$ cat config.mk
export PLATFORM = sky130hd
export DESIGN_NAME = bg_pixel_fetch_flat
export DESIGN_NICKNAME = d
export VERILOG_FILES = /design/src/rtl/bg_pixel_fetch_if.sv /design/src/rtl/bg_pixel_fetch.sv /design/src/flat_wrapper.sv
export SDC_FILE = /design/constraint.sdc
export NUM_CORES = 1
export LEC_CHECK = 0
export BUFFER_PORTS_ARGS = -buffer_cell sky130_fd_sc_hd__buf_2
export CAP_MARGIN = 20
export CORE_MARGIN = 4
export CORE_UTILIZATION = 47
export CTS_BUF_LIST = sky130_fd_sc_hd__clkbuf_2 sky130_fd_sc_hd__clkbuf_4 sky130_fd_sc_hd__clkbuf_8
export CTS_CLUSTER_DIAMETER = 150
export DETAILED_ROUTE_END_ITERATION = 7
export GPL_TIMING_DRIVEN = 0
export HOLD_SLACK_MARGIN = 0.15
export PLACE_DENSITY_LB_ADDON = 0.08
export SYNTH_ARGS = -nofsm -noshare
export SYNTH_HDL_FRONTEND = slang
export SYNTH_SLANG_ARGS = --single-unit
$ cat constraint.sdc
create_clock -name Clk -period 2.6 [get_ports Clk]
set_clock_uncertainty 0.15 [all_clocks]
set_input_delay 0.39 -clock Clk [delete_from_list [all_inputs] [get_ports Clk]]
set_output_delay 0.39 -clock Clk [all_outputs]
set_load 0.03 [all_outputs]
$ cat src/rtl/bg_pixel_fetch_if.sv
// Memory-side bus of the background pixel fetcher: tile map read port and
// tile pixel ROM read port. Read data must be valid one Clk after its address.
interface bg_pixel_fetch_if #(
    parameter int MAP_AW = 13,
    parameter int ROM_AW = 15
);
    logic [MAP_AW-1:0] map_addr;
    logic [7:0]        map_data;
    logic [ROM_AW-1:0] rom_addr;
    logic [7:0]        rom_data;

    modport master (
        output map_addr,
        output rom_addr,
        input  map_data,
        input  rom_data
    );

    modport slave (
        input  map_addr,
        input  rom_addr,
        output map_data,
        output rom_data
    );
endinterface

$ cat src/rtl/bg_pixel_fetch.sv
// Three-stage background pixel source: tile map lookup, tile pixel ROM lookup,
// palette index output with aligned coordinates. Optional macro BG_TILE_FLIP_EN.
module bg_pixel_fetch #(
    parameter int MAP_W  = 40,
    parameter int MAP_H  = 30,
    parameter int LEVELS = 4,
    parameter int MAP_AW = 13,
    parameter int ROM_AW = 15
) (
    input  logic        Clk,
    input  logic        Reset_n,
    input  logic [9:0]  DrawX,
    input  logic [9:0]  DrawY,
    input  logic [1:0]  level_sel,
    bg_pixel_fetch_if.master mem,
    output logic [7:0]  bgColor,
    output logic [9:0]  DrawX_d,
    output logic [9:0]  DrawY_d,
    output logic        pix_valid
);
    localparam int          SUM_W       = 16;
    localparam int          LEVEL_SIZE  = MAP_W * MAP_H;
    localparam logic [2:0]  LEVEL_LIMIT = 3'(LEVELS);
    localparam int          COORD_STAGES = 3;

    // ---------------- stage S0: tile map address ----------------
    logic [5:0]       tx;
    logic [5:0]       ty;
    logic [SUM_W-1:0] row_off;
    logic [SUM_W-1:0] level_base;
    logic [SUM_W-1:0] map_sum;
    logic             vis_next;
    logic             frame_start;
    logic             level_ok;

    logic [1:0]        active_level_reg;
    logic [MAP_AW-1:0] map_addr_reg;
    logic [3:0]        s0_px_reg;
    logic [3:0]        s0_py_reg;
    logic              s0_vis_reg;

    assign tx = DrawX[9:4];
    assign ty = DrawY[9:4];

    generate
        if (MAP_W == 40) begin : g_row_shift
            assign row_off = (SUM_W'(ty) << 5) + (SUM_W'(ty) << 3);
        end else begin : g_row_mul
            assign row_off = SUM_W'(ty) * SUM_W'(MAP_W);
        end
    endgenerate

    assign level_base  = SUM_W'(active_level_reg) * SUM_W'(LEVEL_SIZE);
    assign map_sum     = level_base + row_off + SUM_W'(tx);
    assign vis_next    = (DrawX < 10'd640) && (DrawY < 10'd480);
    assign frame_start = (DrawX == 10'd0) && (DrawY == 10'd0);
    assign level_ok    = ({1'b0, level_sel} < LEVEL_LIMIT);

    always_ff @(posedge Clk or negedge Reset_n) begin
        if (!Reset_n) begin
            active_level_reg <= '0;
            map_addr_reg     <= '0;
            s0_px_reg        <= '0;
            s0_py_reg        <= '0;
            s0_vis_reg       <= 1'b0;
        end else begin
            // The map address uses the level in force before this sample, so a
            // new level only affects pixels after the frame-start sample.
            if (frame_start && level_ok) begin
                active_level_reg <= level_sel;
            end
            map_addr_reg <= map_sum[MAP_AW-1:0];
            s0_px_reg    <= DrawX[3:0];
            s0_py_reg    <= DrawY[3:0];
            s0_vis_reg   <= vis_next;
        end
    end

    assign mem.map_addr = map_addr_reg;

    // ---------------- stage S1: tile pixel ROM address ----------------
    logic [6:0]        tile_id;
    logic [3:0]        px_eff;
    logic [ROM_AW-1:0] rom_addr_reg;
    logic              s1_vis_reg;

    assign tile_id = mem.map_data[6:0];

`ifdef BG_TILE_FLIP_EN
    assign px_eff = mem.map_data[7] ? (4'd15 - s0_px_reg) : s0_px_reg;
`else
    logic flip_unused;
    assign flip_unused = mem.map_data[7];
    assign px_eff      = s0_px_reg;
`endif

    always_ff @(posedge Clk or negedge Reset_n) begin
        if (!Reset_n) begin
            rom_addr_reg <= '0;
            s1_vis_reg   <= 1'b0;
        end else begin
            rom_addr_reg <= ROM_AW'({tile_id, s0_py_reg, px_eff});
            s1_vis_reg   <= s0_vis_reg;
        end
    end

    assign mem.rom_addr = rom_addr_reg;

    // ---------------- stage S2: colour output ----------------
    logic [7:0] bg_color_reg;
    logic       pix_valid_reg;

    always_ff @(posedge Clk or negedge Reset_n) begin
        if (!Reset_n) begin
            bg_color_reg  <= 8'h00;
            pix_valid_reg <= 1'b0;
        end else begin
            bg_color_reg  <= s1_vis_reg ? mem.rom_data : 8'h00;
            pix_valid_reg <= s1_vis_reg;
        end
    end

    assign bgColor   = bg_color_reg;
    assign pix_valid = pix_valid_reg;

    // ---------------- coordinate delay line (one slot per stage) ----------------
    genvar gi;
    generate
        for (gi = 0; gi < COORD_STAGES; gi++) begin : g_coord_pipe
            logic [9:0] x_reg;
            logic [9:0] y_reg;
            if (gi == 0) begin : g_head
                always_ff @(posedge Clk or negedge Reset_n) begin
                    if (!Reset_n) begin
                        x_reg <= '0;
                        y_reg <= '0;
                    end else begin
                        x_reg <= DrawX;
                        y_reg <= DrawY;
                    end
                end
            end else begin : g_tail
                always_ff @(posedge Clk or negedge Reset_n) begin
                    if (!Reset_n) begin
                        x_reg <= '0;
                        y_reg <= '0;
                    end else begin
                        x_reg <= g_coord_pipe[gi-1].x_reg;
                        y_reg <= g_coord_pipe[gi-1].y_reg;
                    end
                end
            end
        end
    endgenerate

    assign DrawX_d = g_coord_pipe[COORD_STAGES-1].x_reg;
    assign DrawY_d = g_coord_pipe[COORD_STAGES-1].y_reg;

endmodule

$ cat src/flat_wrapper.sv
// flat-port wrapper written by rule: the top's interface ports become plain ports
module bg_pixel_fetch_flat 
#(
    parameter int MAP_W  = 40,
    parameter int MAP_H  = 30,
    parameter int LEVELS = 4,
    parameter int MAP_AW = 13,
    parameter int ROM_AW = 15
)
  (Clk, Reset_n, DrawX, DrawY, level_sel, bgColor, DrawX_d, DrawY_d, pix_valid, mem_map_addr, mem_rom_addr, mem_map_data, mem_rom_data);
  bg_pixel_fetch_if #(.MAP_AW(MAP_AW), .ROM_AW(ROM_AW)) mem_i ();
  input  logic Clk;
  input  logic Reset_n;
  input  logic [9:0] DrawX;
  input  logic [9:0] DrawY;
  input  logic [1:0] level_sel;
  output logic [7:0] bgColor;
  output logic [9:0] DrawX_d;
  output logic [9:0] DrawY_d;
  output logic pix_valid;
  output wire logic [$bits(mem_i.map_addr)-1:0] mem_map_addr;
  output wire logic [$bits(mem_i.rom_addr)-1:0] mem_rom_addr;
  input wire logic [$bits(mem_i.map_data)-1:0] mem_map_data;
  input wire logic [$bits(mem_i.rom_data)-1:0] mem_rom_data;
  assign mem_map_addr = mem_i.map_addr;
  assign mem_rom_addr = mem_i.rom_addr;
  assign mem_i.map_data = mem_map_data;
  assign mem_i.rom_data = mem_rom_data;
  bg_pixel_fetch #(.MAP_W(MAP_W), .MAP_H(MAP_H), .LEVELS(LEVELS), .MAP_AW(MAP_AW), .ROM_AW(ROM_AW)) u_core (.Clk(Clk), .Reset_n(Reset_n), .DrawX(DrawX), .DrawY(DrawY), .level_sel(level_sel), .mem(mem_i), .bgColor(bgColor), .DrawX_d(DrawX_d), .DrawY_d(DrawY_d), .pix_valid(pix_valid));
endmodule
==> results of run 1 <==
==> layout make-up <==
class	instances	area [µm²]
clock buffers	9	124
clock inverters	6	68.8
plain buffers	11	82.6
fillers	452	1880
well taps	77	96.3
multi-input cells	94	926
repair buffers	142	976
flip-flops and latches	90	2250
inverters	13	48.8
==> cells in the mapped netlist (all sizes together) <==
| cell | number | share of area |
|---|---|---|
| dfrtp | 90 | 0.71 |
| ha | 22 | 0.086 |
| inv | 13 | 0.015 |
| buf | 11 | 0.026 |
| and2 | 8 | 0.016 |
| nor2 | 7 | 0.0090 |
| nand2 | 6 | 0.0071 |
| xnor2 | 6 | 0.017 |
| nor4 | 5 | 0.0098 |
| o21ai | 5 | 0.010 |
| a21oi | 4 | 0.0063 |
| fa | 4 | 0.025 |
| nand3 | 4 | 0.0063 |
| xor2 | 4 | 0.011 |
| a21o | 2 | 0.0047 |
| mux2 | 2 | 0.0071 |
| nand2b | 2 | 0.0039 |
| o21bai | 2 | 0.0047 |
| a311oi | 1 | 0.0028 |
| and3 | 1 | 0.0024 |
| nand4 | 1 | 0.0020 |
| nor2b | 1 | 0.0020 |
| nor3 | 1 | 0.0016 |
| nor3b | 1 | 0.0024 |
| o211ai | 1 | 0.0024 |
| o21a | 1 | 0.0024 |
| o22ai | 1 | 0.0020 |
| o311ai | 1 | 0.0028 |
| o41ai | 1 | 0.0051 |
==> power by group through the flow <==
stage               clock (mW)  sequential, mW  combinational, mW
floorplan                    0            1.67              0.157
global placement             0            1.54              0.441
global route              1.02            1.52              0.572
finish                   0.901            1.51              0.528
CTS                      0.938            1.51              0.510
detailed placement           0            1.54              0.450
==> how the worst max path moves through the flow <==
stage	depth (start not counted)	startpoint	endpoint	slack, ns
after floorplan	12	DrawY[4]	u_core.mem.map_addr[12]$_DFF_PN0_	0.004
after global placement	13	DrawY[6]	u_core.mem.map_addr[12]$_DFF_PN0_	-0.38
after detailed placement	13	DrawY[4]	u_core.mem.map_addr[12]$_DFF_PN0_	-0.33
after CTS	13	DrawY[6]	u_core.mem.map_addr[12]$_DFF_PN0_	0.006
after global routing	12	DrawY[5]	u_core.mem.map_addr[12]$_DFF_PN0_	-0.09
final	12	DrawY[7]	u_core.mem.map_addr[12]$_DFF_PN0_	0.004
==> logic make-up (layout without fill, tap and decap cells) <==
group	after synthesis	count (layout)	share of synthesized area
buffers and inverters	24	181	0.0413
AOI/OAI and AO/OA	19	19	0.0432
adders and majority gates	26	26	0.112
DFF	90	90	0.707
muxes	2	2	0.00707
and+or+nand+nor	37	37	0.0621
xor gates and xnor gates	10	10	0.0275
==> metal layers <==
layer	track usage	share of wire	vias to the layer above
li1	-	-	980
met1	0.193	0.41	944
met2	0.268	0.50	70
met3	0.0575	0.064	15
met4	0.0740	0.027	0
met5	0	0	-
==> per-stage QoR <==
stage	setup WS [ns]	cell area, µm²	hold WS [ns]	setup TNS, ns
floorplan	0.00387	3220	-0.0556	0
global placement	-0.378	3790	0.182	-1.27
detailed placement	-0.330	3820	0.140	-1.26
CTS	0.00560	4440	0.162	0
global route	-0.0894	4580	0.207	-0.163
finish	0.00449	4580	0.200	0
==> repair_timing <==
item	4_1_cts	5_1_grt
gates cloned	0	0
resized for setup	5	23
endpoints found under the setup margin	4	3
hold buffers	38	1
pin swaps	8	14
setup buffers	3	4
endpoints found under the hold margin	129	1
==> worst max-delay path, delay by kind of cell <==
family	cells	cell delay (ns)
AOI/OAI and AO/OA	7	1.14
adders and majority gates	3	0.80
buffers and inverters	1	0.17
xor gates and xnor gates	1	0.14
==> PnR_summary.wiki, run 1 <==
{| class="wikitable"
! Metric !! Value
|-
| Commonest cells after routing, fill and taps aside || buf_2, dfrtp_1, dlygate4sd3_1, buf_4, ha_1
|-
| DR pass1 iterations || 4
|-
| Reg-to-reg setup timing slack || 0.06 ns
|-
| Master cell of the clock root buffer || clkbuf_8
|-
| Longest individual stage delay on the worst path || 0.31 ns
|-
| Worst r2r src || u_core.active_level_reg[1]$_DFFE_PN0P_
|-
| Period utilisation layout || 0.998
|-
| Worst hold path depth || 0
|-
| Clock-pin slew on the worst setup and hold paths || 0.08 ns
|-
| Pin count of the biggest net entering global routing || 74
|-
| Combinational share of power || 0.179
|-
| CORE AREA || 6460 µm²
|-
| End of the worst register-to-register path || u_core.mem.map_addr[10]$_DFF_PN0_
|-
| Switching Power || 0.800 mW
|-
| Routed vias || 2009
|-
| DRC Markers || 0
|-
| Most numerous cell on the critical path || ha_4
|-
| Number of standard cells in the layout, taps in and fillers out || 442
|-
| Die Ht || 90.3 µm
|-
| Path type of the worst min-delay path || flip-flop to flip-flop
|-
| HPWL after DPL || 3890 µm
|-
| Vias per Instance || 4.55
|-
| Starting Density || 0.493
|-
| Die width || 90.3 µm
|-
| Outcome || completed
|-
| Cells on worst reg2reg path || 8
|-
| Number of placed I/O pins || 97
|-
| Worst Setup End Kind || flip-flop
|-
| Worst Hold Path EP || u_core.g_coord_pipe[1].y_reg[7]$_DFF_PN0_
|-
| Number of clock sinks || 90
|-
| Fmax || 385 MHz
|-
| Static leakage || 2.25 nW
|-
| Maximum clock insertion buffer count || 2
|-
| Max-slew violation count || 0
|-
| GRT Util Overall || 0.163
|-
| Site Rows || 29
|-
| Yosys warnings || 0
|-
| Gate count after technology mapping || 208
|-
| Slowest-stage cell, CP || ha_1
|-
| Clock buffers created by TritonCTS || 9
|-
| Maximum fanout along the worst path || 6
|-
| Via count of the first global-routing pass || 2087
|-
| First-pass GRT wire length || 10300 µm
|-
| Number of routed nets with antenna violations || 0
|-
| Worst IR drop on VDD || 387 µV
|-
| RD Place Congestion || 0.773
|-
| Worst skew pair latency || 0.35 ns
|-
| Pin slew with the least headroom to its limit || 0.448 ns
|-
| Path type of the worst setup path || primary input to flip-flop
|-
| Final period demand of the worst path || 2.60 ns
|-
| Net Count, Synth || 274
|-
| Switching Fraction || 0.272
|-
| Distinct cells, synth || 31
|-
| Placed Cells || 381
|-
| Number of antenna violations at the first check in global routing || 0
|-
| Post-DR wirelength/cell || 14.1 µm
|-
| Relative slew slack || 0.698
|-
| Fraction of layout cells with a size suffix above 1 || 0.425
|-
| Design internal power || 2.14 mW
|-
| Launching element type of the critical path || primary input
|-
| # H-tree levels || 3
|-
| Netlist area before placement || 3180 µm²
|-
| Required arrival time at the worst endpoint || 2.66 ns
|-
| Area growth from synthesis to layout || 43.7%
|-
| Final routed wirelength across all metal layers || 6230 µm
|-
| Sequential fraction of design power || 0.515
|-
| Input/output buffers || 95
|-
| Ordered list of cells on the worst path || buf_2, ha_4, a21o_1, a21oi_2, o21ai_2, xor2_1, ha_1, ha_4, o21ai_4, o22ai_2, a311oi_2, o311ai_2
|-
| CTS tree || yes
|-
| Number of nets at the end of the flow || 427
|-
| Post-synthesis area per instance || 15.3 µm²
|-
| Commonest non-fill, non-tap cell in the layout || buf_2
|-
| Number of flip-flops and latches in the synthesized netlist || 90
|-
| Total overflow reported by the global router || 0
|-
| Final core utilization || 0.708
|-
| Iteration-0 DRC count of the detailed router || 60
|-
| Setup Viol. Count Final || 0
|-
| Fraction of the yosys area taken by sequential cells || 0.707
|-
| RSZ-0062 raised after global routing || true
|-
| Data arrival time of the critical path || 2.66 ns
|-
| Final hold violation count || 0
|-
| Clock network fraction of total power || 0.306
|-
| Max-cap check violation count || 0
|-
| Final Power || 2.94 mW
|-
| Antenna diodes || 0
|-
| Critical hold path startpoint || u_core.g_coord_pipe[0].y_reg[7]$_DFF_PN0_
|-
| Flip-flop count of the largest register after layout || 16
|-
| Pwr per Cell Area || 643 nW/µm²
|-
| Die outline area || 8160 µm²
|}
(Power assumes the default switching activity.)
==> inputs of run 2 (changes only) <==
--- a/config.mk
+++ b/config.mk
@@ -14,7 +14,7 @@
 export DETAILED_ROUTE_END_ITERATION = 7
 export GPL_TIMING_DRIVEN = 0
 export HOLD_SLACK_MARGIN = 0.15
-export PLACE_DENSITY_LB_ADDON = 0.08
+export PLACE_DENSITY = 0.75
 export SYNTH_ARGS = -nofsm -noshare
 export SYNTH_HDL_FRONTEND = slang
 export SYNTH_SLANG_ARGS = --single-unit
==> PnR_summary.wiki, run 2 (synthesis gave the netlist of run 1 again) <==
{| class="wikitable"
! Metric !! Value
|-
| Outcome || completed
|-
| Final period demand of the worst path || 2.55 ns (-0.0484 ns)
|-
| Worst IR drop on VDD || 335 µV (-14%)
|-
| Path type of the worst setup path || primary input to flip-flop
|-
| Longest individual stage delay on the worst path || 0.35 ns (+0.04 ns)
|-
| Final Power || 3.13 mW (+6.5%)
|-
| Fraction of layout cells with a size suffix above 1 || 0.441 (+0.0168)
|-
| Worst r2r src || u_core.active_level_reg[0]$_DFFE_PN0P_
|-
| Clock buffers created by TritonCTS || 9 (unchanged)
|-
| Final routed wirelength across all metal layers || 6860 µm (+10%)
|-
| HPWL after DPL || 4270 µm (+9.9%)
|-
| Max-cap check violation count || 0 (unchanged)
|-
| Path type of the worst min-delay path || flip-flop to flip-flop
|-
| Design internal power || 2.29 mW (+6.9%)
|-
| Master cell of the clock root buffer || clkbuf_8
|-
| Launching element type of the critical path || primary input
|-
| Number of routed nets with antenna violations || 0 (unchanged)
|-
| Vias per Instance || 4.72 (+3.9%)
|-
| # H-tree levels || 3 (unchanged)
|-
| Die outline area || 8160 µm² (unchanged)
|-
| Pin count of the biggest net entering global routing || 63 (-15%)
|-
| Switching Power || 0.845 mW (+5.6%)
|-
| Post-DR wirelength/cell || 15.5 µm (+9.6%)
|-
| Worst-case hold slack || 0.203 ns (+0.00308 ns)
|-
| Routed vias || 2096 (+4.3%)
|-
| Input/output buffers || 95 (unchanged)
|-
| Switching Fraction || 0.269 (-0.00229)
|-
| Commonest cells after routing, fill and taps aside || buf_2, dfrtp_1, dlygate4sd3_1, buf_4, ha_1
|-
| Worst hold path depth || 0 (unchanged)
|-
| Number of filler instances in the final layout || 416 (-8.0%)
|-
| Static leakage || 2.28 nW (+1.0%)
|-
| Reg-to-reg setup timing slack || 0.13 ns (+0.07 ns)
|-
| Max-slew violation count || 0 (unchanged)
|-
| Ordered list of cells on the worst path || buf_12, ha_4, inv_2, fa_2, nor2b_1, o21ai_1, nand2b_1, xor2_1, ha_2, ha_4, o21a_1, nand2_1, o311ai_2
|-
| Worst Hold Path EP || u_core.DrawY_d[6]$_DFF_PN0_
|-
| Flip-flop count of the largest register after layout || 16 (unchanged)
|-
| Maximum clock insertion buffer count || 2 (unchanged)
|-
| Required arrival time at the worst endpoint || 2.70 ns (+0.04 ns)
|-
| Combinational share of power || 0.173 (-0.006)
|-
| End of the worst register-to-register path || u_core.mem.map_addr[10]$_DFF_PN0_
|-
| Pwr per Cell Area || 673 nW/µm² (+4.6%)
|-
| Worst skew pair latency || 0.35 ns (about the same)
|-
| Die Ht || 90.3 µm (unchanged)
|-
| Worst Setup End Kind || flip-flop
|-
| Slowest-stage cell, CP || fa_2
|-
| Setup TNS Final || 0 ns (unchanged)
|-
| Commonest non-fill, non-tap cell in the layout || buf_2
|-
| Post-placement setup slack || -0.448 ns (-0.119 ns)
|-
| Relative slew slack || 0.733 (+0.0346)
|-
| Maximum fanout along the worst path || 5 (-1)
|-
| Die width || 90.3 µm (unchanged)
|-
| Setup Viol. Count Final || 0 (unchanged)
|-
| Area growth from synthesis to layout || 46.3%
|-
| Clock network fraction of total power || 0.342 (+0.036)
|-
| RD Place Congestion || 0.769 (-0.53%)
|-
| Number of nets at the end of the flow || 428 (+0.23%)
|-
| Pin slew with the least headroom to its limit || 0.400 ns (-0.0478 ns)
|-
| Total overflow reported by the global router || 0 (unchanged)
|-
| Cells on worst reg2reg path || 8 (unchanged)
|-
| Period utilisation layout || 0.980 (-0.0186)
|-
| DRC Markers || 0 (unchanged)
|-
| First-pass GRT wire length || 11400 µm (+10%)
|-
| Number of placed I/O pins || 97 (unchanged)
|-
| GRT Util Overall || 0.179 (+0.0159)
|-
| DR pass1 iterations || 6 (+2)
|-
| CTS tree || yes
|-
| Sequential fraction of design power || 0.485 (-0.030)
|-
| Number of clock sinks || 90 (unchanged)
|-
| Data arrival time of the critical path || 2.65 ns (about the same)
|-
| Fmax || 393 MHz (+1.9%)
|-
| Final hold violation count || 0 (unchanged)
|-
| Site Rows || 29 (unchanged)
|-
| Critical hold path startpoint || u_core.g_coord_pipe[1].y_reg[6]$_DFF_PN0_
|-
| Iteration-0 DRC count of the detailed router || 53 (-12%)
|-
| Antenna diodes || 0 (unchanged)
|-
| Most numerous cell on the critical path || ha_4
|-
| Clock-pin slew on the worst setup and hold paths || 0.09 ns (about the same)
|-
| Via count of the first global-routing pass || 2275 (+9.0%)
|-
| Starting Density || 0.493 (unchanged)
|-
| CORE AREA || 6460 µm² (unchanged)
|-
| Smallest setup slack after layout || 0.0529 ns (+0.0484 ns)
|-
| Number of antenna violations at the first check in global routing || 0 (unchanged)
|}
[run 2: changes by cell type in the layout (fill, tap and decap cells not counted), moves of 2 or more]
| cell | change |
|---|---|
| ha_4 | +2 |
| buf_4 | +2 |
| ha_1 | -2 |
| buf_6 | +2 |
| clkinv_4 | -3 |
| inv_6 | +2 |
[run 2: routing by layer]
layer | wire [µm] | up-vias | GRT usage
met5 | 0 | - | 0
met4 | 66 | 0 | 0.0612
met3 | 469 | 7 | 0.0675
met2 | 3470 | 79 | 0.295
met1 | 2860 | 1021 | 0.217
li1 | - | 989 | -
[run 2: worst max-delay path: cells and delay by family]
family,cells,cell delay (ns)
AOI/OAI and AO/OA,3,0.52
xor gates and xnor gates,1,0.21
adders and majority gates,4,1.08
buffers and inverters,2,0.12
and+or+nand+nor,3,0.34
[run 2: worst max path at each step]
stage,cells after the start,from,end,slack (ns)
floorplan,12,DrawY[4],u_core.mem.map_addr[12]$_DFF_PN0_,0.004
global placement,13,DrawY[6],u_core.mem.map_addr[12]$_DFF_PN0_,-0.41
detailed placement,13,DrawY[6],u_core.mem.map_addr[12]$_DFF_PN0_,-0.45
CTS,9,u_core.active_level_reg[0]$_DFFE_PN0P_,u_core.mem.map_addr[10]$_DFF_PN0_,0.008
global route,13,DrawY[6],u_core.mem.map_addr[12]$_DFF_PN0_,-0.04
finish,13,DrawY[6],u_core.mem.map_addr[12]$_DFF_PN0_,0.05
[run 2: per-stage QoR]
step	utilization	cell area, µm²	cells
floorplan	-	3220	208
detailed placement	0.592	3820	381
finish	0.721	4660	444
global route	0.721	4660	444
CTS	0.704	4550	441
global placement	0.588	3790	380
[run 2: power by group through the flow]
stage	logic (mW)	registers [mW]	clock network (mW)
finish	0.544	1.52	1.07
global route	0.590	1.53	1.17
CTS	0.519	1.52	1.10
detailed placement	0.452	1.54	0
global placement	0.439	1.54	0
floorplan	0.157	1.67	0
[run 2: timing repair]
item                       CTS  global route
pin swaps                   11            15
hold buffers                38             0
setup endpoints to repair    5             4
hold endpoints to repair    67             0
setup buffers                6             3
resized for setup           17            16
[run 2: final cells by class]
| cell class | count | area (µm²) | share of cell area |
|---|---|---|---|
| Clock buffer | 10 | 138 | 0.0295 |
| Tap cell | 77 | 96.3 | 0.0207 |
| Buffer | 11 | 82.6 | 0.0177 |
| Inverter | 13 | 48.8 | 0.0105 |
| Sequential cell | 90 | 2250 | 0.484 |
| Clock inverter | 6 | 96.3 | 0.0207 |
| Multi-Input combinational cell | 94 | 960 | 0.206 |
| Timing Repair Buffer | 143 | 983 | 0.211 |
